## src/rtl/alu_pkg.sv

```systemverilog
// Shared ALU encodings and request bundle for the shared integer execution stage.
// Declarations only: no latency and no flow control of its own.
package alu_pkg;

    localparam int ALU_XLEN  = 32;
    localparam int ALU_TAG_W = 5;

    localparam logic [3:0] ALU_ADD   = 4'b0000;
    localparam logic [3:0] ALU_SUB   = 4'b0001;
    localparam logic [3:0] ALU_SCOMP = 4'b1000;
    localparam logic [3:0] ALU_LUI   = 4'b1001;
    localparam logic [3:0] ALU_SLL   = 4'b1010;
    localparam logic [3:0] ALU_SRL   = 4'b1011;
    localparam logic [3:0] ALU_SRA   = 4'b1100;
    localparam logic [3:0] ALU_AND   = 4'b1101;
    localparam logic [3:0] ALU_OR    = 4'b1110;
    localparam logic [3:0] ALU_XOR   = 4'b1111;

    localparam logic [1:0] BC_NONE = 2'b00;
    localparam logic [1:0] BC_EQ   = 2'b01;
    localparam logic [1:0] BC_LT   = 2'b10;
    localparam logic [1:0] BC_LTU  = 2'b11;

    typedef struct packed {
        logic [3:0]           ctrl;
        logic                 neg;
        logic [1:0]           bc;
        logic [ALU_XLEN-1:0]  a;
        logic [ALU_XLEN-1:0]  b;
        logic [ALU_TAG_W-1:0] tag;
    } alu_req_t;

endpackage

```

## src/rtl/alu_exec.sv

```systemverilog
// Combinational integer ALU: arithmetic, shifts, logic ops and compare-to-flag.
// Zero latency, no flow control; the caller registers the result.
module alu_exec
    import alu_pkg::*;
#(
    parameter int XLEN = ALU_XLEN
)(
    input  logic [3:0]      ctrl_i,
    input  logic            neg_i,
    input  logic [1:0]      bc_i,
    input  logic [XLEN-1:0] a_i,
    input  logic [XLEN-1:0] b_i,
    output logic [XLEN-1:0] data_o,
    output logic            flag_o
);

    logic [4:0] shamt;
    logic       cmp;

    assign shamt = b_i[4:0];

    always_comb begin
        data_o = '0;
        flag_o = 1'b0;
        cmp    = 1'b0;
        case (ctrl_i)
            ALU_ADD: data_o = a_i + b_i;
            ALU_SUB: data_o = a_i - b_i;
            ALU_LUI: data_o = b_i;
            ALU_SLL: data_o = a_i << shamt;
            ALU_SRL: data_o = a_i >> shamt;
            ALU_SRA: data_o = $unsigned($signed(a_i) >>> shamt);
            ALU_AND: data_o = a_i & b_i;
            ALU_OR:  data_o = a_i | b_i;
            ALU_XOR: data_o = a_i ^ b_i;
            ALU_SCOMP: begin
                case (bc_i)
                    BC_EQ:   cmp = (a_i == b_i);
                    BC_LT:   cmp = ($signed(a_i) < $signed(b_i));
                    BC_LTU:  cmp = (a_i < b_i);
                    default: cmp = 1'b0;
                endcase
                // neg only ever affects compares; other ops keep flag at 0
                flag_o = cmp ^ neg_i;
                data_o = {{(XLEN-1){1'b0}}, flag_o};
            end
            default: begin
                data_o = '0;
                flag_o = 1'b0;
            end
        endcase
    end

endmodule

```

## src/rtl/alu_share_arb.sv

```systemverilog
// Two-requester ALU share: port 0 priority, port 1 forced through after STARVE_LIMIT waits.
// Latency 1 cycle accept->res_valid; ready is withheld while the result register is held.
module alu_share_arb
    import alu_pkg::*;
#(
    parameter int XLEN         = ALU_XLEN,
    parameter int TAG_W        = ALU_TAG_W,
    parameter int STARVE_LIMIT = 4
)(
    input  logic             clk,
    input  logic             rstn,
    input  logic             req0_valid,
    output logic             req0_ready,
    input  logic [3:0]       req0_ctrl,
    input  logic             req0_neg,
    input  logic [1:0]       req0_bc,
    input  logic [XLEN-1:0]  req0_a,
    input  logic [XLEN-1:0]  req0_b,
    input  logic [TAG_W-1:0] req0_tag,
    input  logic             req1_valid,
    output logic             req1_ready,
    input  logic [3:0]       req1_ctrl,
    input  logic             req1_neg,
    input  logic [1:0]       req1_bc,
    input  logic [XLEN-1:0]  req1_a,
    input  logic [XLEN-1:0]  req1_b,
    input  logic [TAG_W-1:0] req1_tag,
    output logic             res_valid,
    input  logic             res_ready,
    output logic             res_id,
    output logic [TAG_W-1:0] res_tag,
    output logic [XLEN-1:0]  res_data,
    output logic             res_flag
);

    localparam logic [3:0] LIMIT = 4'(STARVE_LIMIT);

    alu_req_t req0_s, req1_s, sel_s;

    logic             res_valid_q, res_valid_d;
    logic             res_id_q, res_id_d;
    logic [TAG_W-1:0] res_tag_q, res_tag_d;
    logic [XLEN-1:0]  res_data_q, res_data_d;
    logic             res_flag_q, res_flag_d;
    logic [3:0]       starve_q, starve_d;

    logic adv, g0, g1, acc;
    logic [XLEN-1:0] exec_data;
    logic            exec_flag;

    assign req0_s = '{ctrl: req0_ctrl, neg: req0_neg, bc: req0_bc, a: req0_a, b: req0_b, tag: req0_tag};
    assign req1_s = '{ctrl: req1_ctrl, neg: req1_neg, bc: req1_bc, a: req1_a, b: req1_b, tag: req1_tag};

    // rstn gates the stage so nothing is accepted while reset is held
    assign adv = (~res_valid_q | res_ready) & rstn;
    assign g1  = req1_valid & (~req0_valid | (starve_q >= LIMIT));
    assign g0  = req0_valid & ~g1;
    assign acc = (g0 | g1) & adv;

    assign req0_ready = g0 & adv;
    assign req1_ready = g1 & adv;

    assign sel_s = g1 ? req1_s : req0_s;

    alu_exec #(.XLEN(XLEN)) u_exec (
        .ctrl_i (sel_s.ctrl),
        .neg_i  (sel_s.neg),
        .bc_i   (sel_s.bc),
        .a_i    (sel_s.a),
        .b_i    (sel_s.b),
        .data_o (exec_data),
        .flag_o (exec_flag)
    );

    always_comb begin
        res_valid_d = res_valid_q;
        res_id_d    = res_id_q;
        res_tag_d   = res_tag_q;
        res_data_d  = res_data_q;
        res_flag_d  = res_flag_q;
        if (acc) begin
            res_valid_d = 1'b1;
            res_id_d    = g1;
            res_tag_d   = sel_s.tag;
            res_data_d  = exec_data;
            res_flag_d  = exec_flag;
        end else if (res_ready) begin
            res_valid_d = 1'b0;
        end

        // the wait count keeps climbing during back-pressure so port 1 wins once the stage reopens
        if (!req1_valid || (g1 && adv)) begin
            starve_d = '0;
        end else if (starve_q < LIMIT) begin
            starve_d = starve_q + 4'd1;
        end else begin
            starve_d = starve_q;
        end
    end

    always_ff @(posedge clk or negedge rstn) begin
        if (!rstn) begin
            res_valid_q <= 1'b0;
            res_id_q    <= 1'b0;
            res_tag_q   <= '0;
            res_data_q  <= '0;
            res_flag_q  <= 1'b0;
            starve_q    <= '0;
        end else begin
            res_valid_q <= res_valid_d;
            res_id_q    <= res_id_d;
            res_tag_q   <= res_tag_d;
            res_data_q  <= res_data_d;
            res_flag_q  <= res_flag_d;
            starve_q    <= starve_d;
        end
    end

    assign res_valid = res_valid_q;
    assign res_id    = res_id_q;
    assign res_tag   = res_tag_q;
    assign res_data  = res_data_q;
    assign res_flag  = res_flag_q;

endmodule

```

## config.mk

```make
export PLATFORM = sky130hd
export DESIGN_NAME = alu_share_arb
export DESIGN_NICKNAME = d
export VERILOG_FILES = /design/src/rtl/alu_pkg.sv /design/src/rtl/alu_exec.sv /design/src/rtl/alu_share_arb.sv
export SDC_FILE = /design/constraint.sdc
export NUM_CORES = 1
export LEC_CHECK = 0
export CELL_PAD_IN_SITES_DETAIL_PLACEMENT = 0
export CELL_PAD_IN_SITES_GLOBAL_PLACEMENT = 2
export CORE_MARGIN = 10
export CORE_UTILIZATION = 31
export CTS_BUF_LIST = sky130_fd_sc_hd__clkbuf_4 sky130_fd_sc_hd__clkbuf_8
export DETAILED_ROUTE_END_ITERATION = 10
export MAX_ROUTING_LAYER = met4
export PLACE_DENSITY_LB_ADDON = 0.1
export SYNTH_ARGS = -nofsm -noshare
export SYNTH_HDL_FRONTEND = slang
export SYNTH_SLANG_ARGS = --single-unit
```

## constraint.sdc

```tcl
create_clock -name clk -period 5.3 [get_ports clk]
set_input_delay 0.53 -clock clk [delete_from_list [all_inputs] [get_ports clk]]
set_output_delay 0.53 -clock clk [all_outputs]
set_load 0.005 [all_outputs]
```

==> impl_metrics.ini, run 1 <==
[yosys]
ys_ff_latch = 44
syn_nets = 2069
yosysUniqueCellTypes = 94
synth_area_mm2 = 0.0124
synth_area_leaders = ha_1 (9.8%), dfrtp_1 (8.9%), mux2i_1 (7.4%)
synth_top_area_cell = ha_1
yosys_warnings = 0
synth-main-ff-cell = dfrtp_1
ys_async_sr_fraction = 1.00
syn_inst = 1813
yosysTopAreaCellShare = 0.0978
syn_avg_cell_area_um2 = 6.85
synth_enable_flop_cells = 0
synth-seq-area-share = 0.0887

[cts]
cts_resized = 0
cts_buffers = 5
cts-root-buf = clkbuf_8
clock-sinks = 44
hold_buffers = 0
h-tree-depth = 2
clk_latency_ns = 0.43
cts_tree = done
clockBufferDepth = 2
clkTransAtPathRegs_ns = 0.16
post_cts_buffers = 0

[run]
drv_cap = 0

[global_route]
grt.total_usage = 0.329
grt_pass1_wl_um = 114000
grt_pass1_vias = 16100
grt_start_max_net_pins = 72
grt_overflow_total = 0
antenna_found_initial = 3

[layout]
drive_gt1_frac = 0.143
syn2layout_area_growth_pct = 31.8
final_cell_mix = buf_4 (225), clkdlybuf4s50_1 (196), nand2_1 (181), a21oi_1 (142), nor2_1 (129)
nets = 2357
layout.cells.most_common = buf_4

[detailed_routing]
vias_per_cell = 6.29
ant_nets = 0
route.detailed.drc = 0
via_count = 16500
wire_per_inst_um = 30.4
routed_wl_um = 79800
first_pass_iters = 6
drtIter0Drc = 1916

[worst_setup_path]
critPathLaunchType = input pin
arrival_ns = 5.37
critical_path_class = in -> reg
crit_path_end_kind = flip-flop
required_ns = 5.59
crit_path_max_fanout = 7

[sta]
min_period_ns = 5.07
tightest_slew_ns = 1.21
min_period_over_period = 0.957
finalSetupTns_ns = 0
rsz0062_at_grt = false
slew_violations = 0
setup_viol_count_final = 0
worst_clock_skew_ns = 0.0521
worst_slack_ns = 0.226
max_slew_margin = 0.193
hold_viol_final = 0
max_freq_ghz = 0.197

[placement]
place.gp.congestion = 1.09
place_worst_setup_slack_ns = -0.121
place_hpwl_um = 65200
portBuffers = 198

[floorplan]
chipWidth_um = 220
top_level_ports = 199
core_area_mm2 = 0.0396
die_area_mm2 = 0.0484
row_count = 73
die_h_um = 220
start_util = 0.313

[power]
total_power_w = 0.00344
ir_drop_v = 0.000119
leakage_nw = 6.95
power.density_mw_per_mm2 = 211

[outcome]
status = finished clean

[hold_path]
worstHoldPathType = in -> async
## per-layer routing
| layer | wire, µm | up-vias | share of wire | track usage |
|---|---|---|---|---|
| met1 | 35700 | 8187 | 0.45 | 0.442 |
| met4 | 3430 | 0 | 0.043 | 0.136 |
| met2 | 34700 | 785 | 0.44 | 0.484 |
| li1 | - | 7410 | - | - |
| met3 | 5930 | 129 | 0.074 | 0.0469 |
| met5 | 0 | - | 0 | - |
## worst paths after layout
| kind | from | end | slack [ns] | cells past startpoint |
|---|---|---|---|---|
| hold reg to reg | res_data[2] | res_data[2] | 0.49 | 2 |
| max in group asynchronous | rstn | res_data[12] | 4.42 | 2 |
| min in group clk | res_data[2] | res_data[2] | 0.49 | 2 |
| setup reg to reg | starve_q[2] | res_data[29] | 0.29 | 14 |
| hold / removal | rstn | res_valid | 0.24 | 2 |
| setup / recovery | req0_valid | res_data[29] | 0.23 | 15 |
## stage by stage
stage | instances | cell area (µm²) | hold slack, ns | utilization
after floorplan | 1813 | 12400 | 0.234 | -
after global placement | 2619 | 16300 | 0.465 | 0.410
after detailed placement | 2619 | 16300 | 0.474 | 0.410
after CTS | 2626 | 16400 | 0.305 | 0.413
after global routing | 2627 | 16400 | 0.339 | 0.413
final | 2627 | 16400 | 0.245 | 0.413
## cell usage after synthesis (29+ instances only)
library cell,instances
nand2_1,182
a21oi_1,142
nor2_1,130
o21ai_0,113
nand3_1,100
ha_1,97
clkbuf_1,92
mux2i_1,92
inv_1,90
dfrtp_1,44
o22ai_1,40
nor3_1,34
nor2b_1,32
buf_2,31
o211ai_1,31
a31oi_1,29
## state kept, by name, summed over array words and instances (netlist names)
signal	count
res_valid	1
res_flag	1
starve_q	4
res_tag	5
res_data	32
res_id	1
## where the power goes
part           internal [W]  total (W)  leakage (nW)  switching, W
logic               0.00106    0.00269          6.34       0.00163
registers          0.000393   0.000451         0.570     0.0000581
clock network     0.0000964   0.000300        0.0445      0.000204
## cells by family (layout without fill, tap and decap cells)
| logic type | Yosys count | count (layout) | share of synthesized area |
|---|---|---|---|
| xor+xnor | 18 | 18 | 0.0127 |
| compound gates | 653 | 653 | 0.360 |
| fa+ha+maj | 99 | 99 | 0.101 |
| buf+inv | 248 | 536 | 0.0824 |
| mux | 112 | 112 | 0.0969 |
| other cells | 0 | 1 | 0 |
| flops | 44 | 44 | 0.0887 |
| simple gates | 639 | 639 | 0.258 |
## worst max-delay path, stage by stage
cell             delay (ns)
clkdlybuf4s50_1        0.51
or3b_2                 0.56
buf_4                  0.19
and3_1                 0.25
nor2_8                 0.16
inv_2                  0.05
ha_1                   0.27
a211o_1                0.28
a311o_1                0.44
o31ai_1                0.42
o221ai_1               0.33
a21oi_1                0.41
o311ai_0               0.30
a221o_1                0.34
a221o_1                0.32
## cell type report
type,count,area (µm²)
Antenna cell,1,2.50
Clock buffer,6,76.3
Clock inverter,1,5.00
Fill cell,4278,23300
Inverter,100,375
Multi-Input combinational cell,1521,10400
Sequential cell,44,1100
Tap cell,525,657
Timing Repair Buffer,429,3780
Note: power is estimated with default switching activity, not from simulation.
==> run 2, diff against run 1 <==
CORE_MARGIN = 3   (was 10)
==> run 2 against run 1 <==
  * Wire length decreased by 4.0%
  * Sequential power is 0.9% lower
  * Largest cell class unchanged
  * Worst setup slack hardly changed
  * Clock power fell by 7.7%
  * Cell count fell by 1.6%
  * Sequential cell count is the same
  * Clock-buffer cell count decreased by 1
  * Cell area shrank 1.9%
==> impl_metrics.ini, run 2 (same netlist as run 1, synthesis figures left out) <==
[outcome]
status = finished clean

[detailed_routing]
wire_per_inst_um = 29.6
first_pass_iters = 8
via_count = 16400
routed_wl_um = 76600
drtIter0Drc = 2006
ant_nets = 0
vias_per_cell = 6.36
route.detailed.drc = 0

[sta]
hold_viol_final = 0
min_period_over_period = 0.957
max_slew_margin = 0.281
worst_clock_skew_ns = 0.00867
tightest_slew_ns = 1.06
min_period_ns = 5.07
rsz0062_at_grt = false
setup_viol_count_final = 0
finalSetupTns_ns = 0
slew_violations = 0
max_freq_ghz = 0.197

[worst_setup_path]
critPathLaunchType = input pin
required_ns = 5.56
r2r_cells = 15
rr_endpoint = res_data[27]
path_cells = clkdlybuf4s50_1, or3b_2, buf_4, buf_4, nand3_1, nand2_1, ha_1, buf_4, inv_1, a21oi_1, o31ai_1, a311oi_1, o22ai_1, a2111oi_1, o2111a_1, a32oi_1
reg2reg_from = starve_q[2]
timing.critical_path.mode_cell = buf_4
reg2reg_slack_ns = 0.45
slowest_stage = a2111oi_1
critical_path_class = in -> reg
crit_path_end_kind = flip-flop
crit_path_max_fanout = 19
cpPeakStageDelay_ns = 0.70
arrival_ns = 5.34

[cts]
clk_latency_ns = 0.39
cts_tree = done
clkTransAtPathRegs_ns = 0.12
cts-root-buf = clkbuf_8
cts_buffers = 5
clock-sinks = 44
h-tree-depth = 2
clockBufferDepth = 2

[power]
power.density_mw_per_mm2 = 209
switching_share = 0.553
leakage_nw = 6.76
ir_drop_v = 0.000108
p_clk_frac = 0.083
intPower_w = 0.00150
power_switching_w = 0.00186
p_seq_frac = 0.133
p_comb_frac = 0.784

[floorplan]
core_area_mm2 = 0.0391
start_util = 0.317
die_h_um = 206
top_level_ports = 199
die_area_mm2 = 0.0425
row_count = 72
chipWidth_um = 206

[global_route]
grt_overflow_total = 0
grt_busiest_layer = met2
grt_pass1_wl_um = 109000
antenna_found_initial = 1
grt.total_usage = 0.360
grtUsageMet1 = 0.502
met2_usage = 0.537
grt_use_met3 = 0.0553
grt_start_max_net_pins = 71
grt_pass1_vias = 15400

[placement]
dpl.cell_count = 2575
portBuffers = 198
place_hpwl_um = 62100
place.gp.congestion = 1.06

[run]
drv_cap = 0

[layout]
final_cell_mix = clkdlybuf4s50_1 (196), buf_4 (191), nand2_1 (181), a21oi_1 (142), nor2_1 (129)
drive_gt1_frac = 0.127
fin_cells = 2584
largest_reg_flops = 32
layout.cells.most_common = clkdlybuf4s50_1
nets = 2320
syn2layout_area_growth_pct = 29.2

[hold_path]
worstHoldPathType = in -> async
run 2: layout make-up:
class                           count  area, µm²
Antenna cell                        2       5.00
Clock buffer                        5       68.8
Clock inverter                      2       12.5
Fill cell                        4231      23100
Inverter                          100        375
Multi-Input combinational cell   1521      10400
Sequential cell                    44       1100
Tap cell                          518        648
Timing Repair Buffer              392       3470
run 2: routing by layer:
metal / vias up / routed length (µm)
met1: 8131 / 34800
met5: - / 0
li1: 7343 / -
met3: 124 / 6240
met4: 0 / 2640
met2: 827 / 32900
run 2: power groups by stage:
stage / sequential [W] / clock (W) / combinational, W
after floorplan: 0.000436 / 0 / 0.00139
after global placement: 0.000451 / 0 / 0.00256
after detailed placement: 0.000451 / 0 / 0.00254
after CTS: 0.000445 / 0.000283 / 0.00256
after global routing: 0.000451 / 0.000287 / 0.00278
final: 0.000447 / 0.000277 / 0.00263
run 2: critical path, delay by kind of cell:
kind	cells	cell delay (ns)
adder cells (fa/ha/maj)	1	0.43
AND/OR/NAND/NOR	3	0.97
buffers and inverters	5	1.26
AO/OA/AOI/OAI	7	2.12
run 2: worst max-delay path by stage:
stage          depth (start not counted)  slack [ns]      endpoint  startpoint
6_report                              16        0.23  res_data[27]  req0_valid
5_1_grt                               16       0.004  res_data[27]  req0_valid
4_1_cts                               16        0.25  res_data[27]  req0_valid
3_5_place_dp                          16       -0.17  res_data[27]  req0_valid
3_3_place_gp                          16       -0.04  res_data[27]  req0_valid
2_1_floorplan                         17        0.32  res_data[29]  req0_valid
run 2: per-stage QoR:
step                       util  setup WS [ns]  power [W]  area, µm²  hold WS, ns
after floorplan               -          0.318    0.00183      12400        0.234
after global placement    0.408        -0.0391    0.00301      16000        0.460
after detailed placement  0.408         -0.166    0.00299      16000        0.469
after CTS                 0.410          0.247    0.00329      16000        0.377
after global routing      0.410        0.00358    0.00352      16000        0.424
final                     0.410          0.226    0.00336      16000        0.376
run 2: timing repair:
action	CTS	global route
setup endpoints to repair	0	1
buffers inserted	0	0
hold buffers	0	0
gates resized for setup	0	1
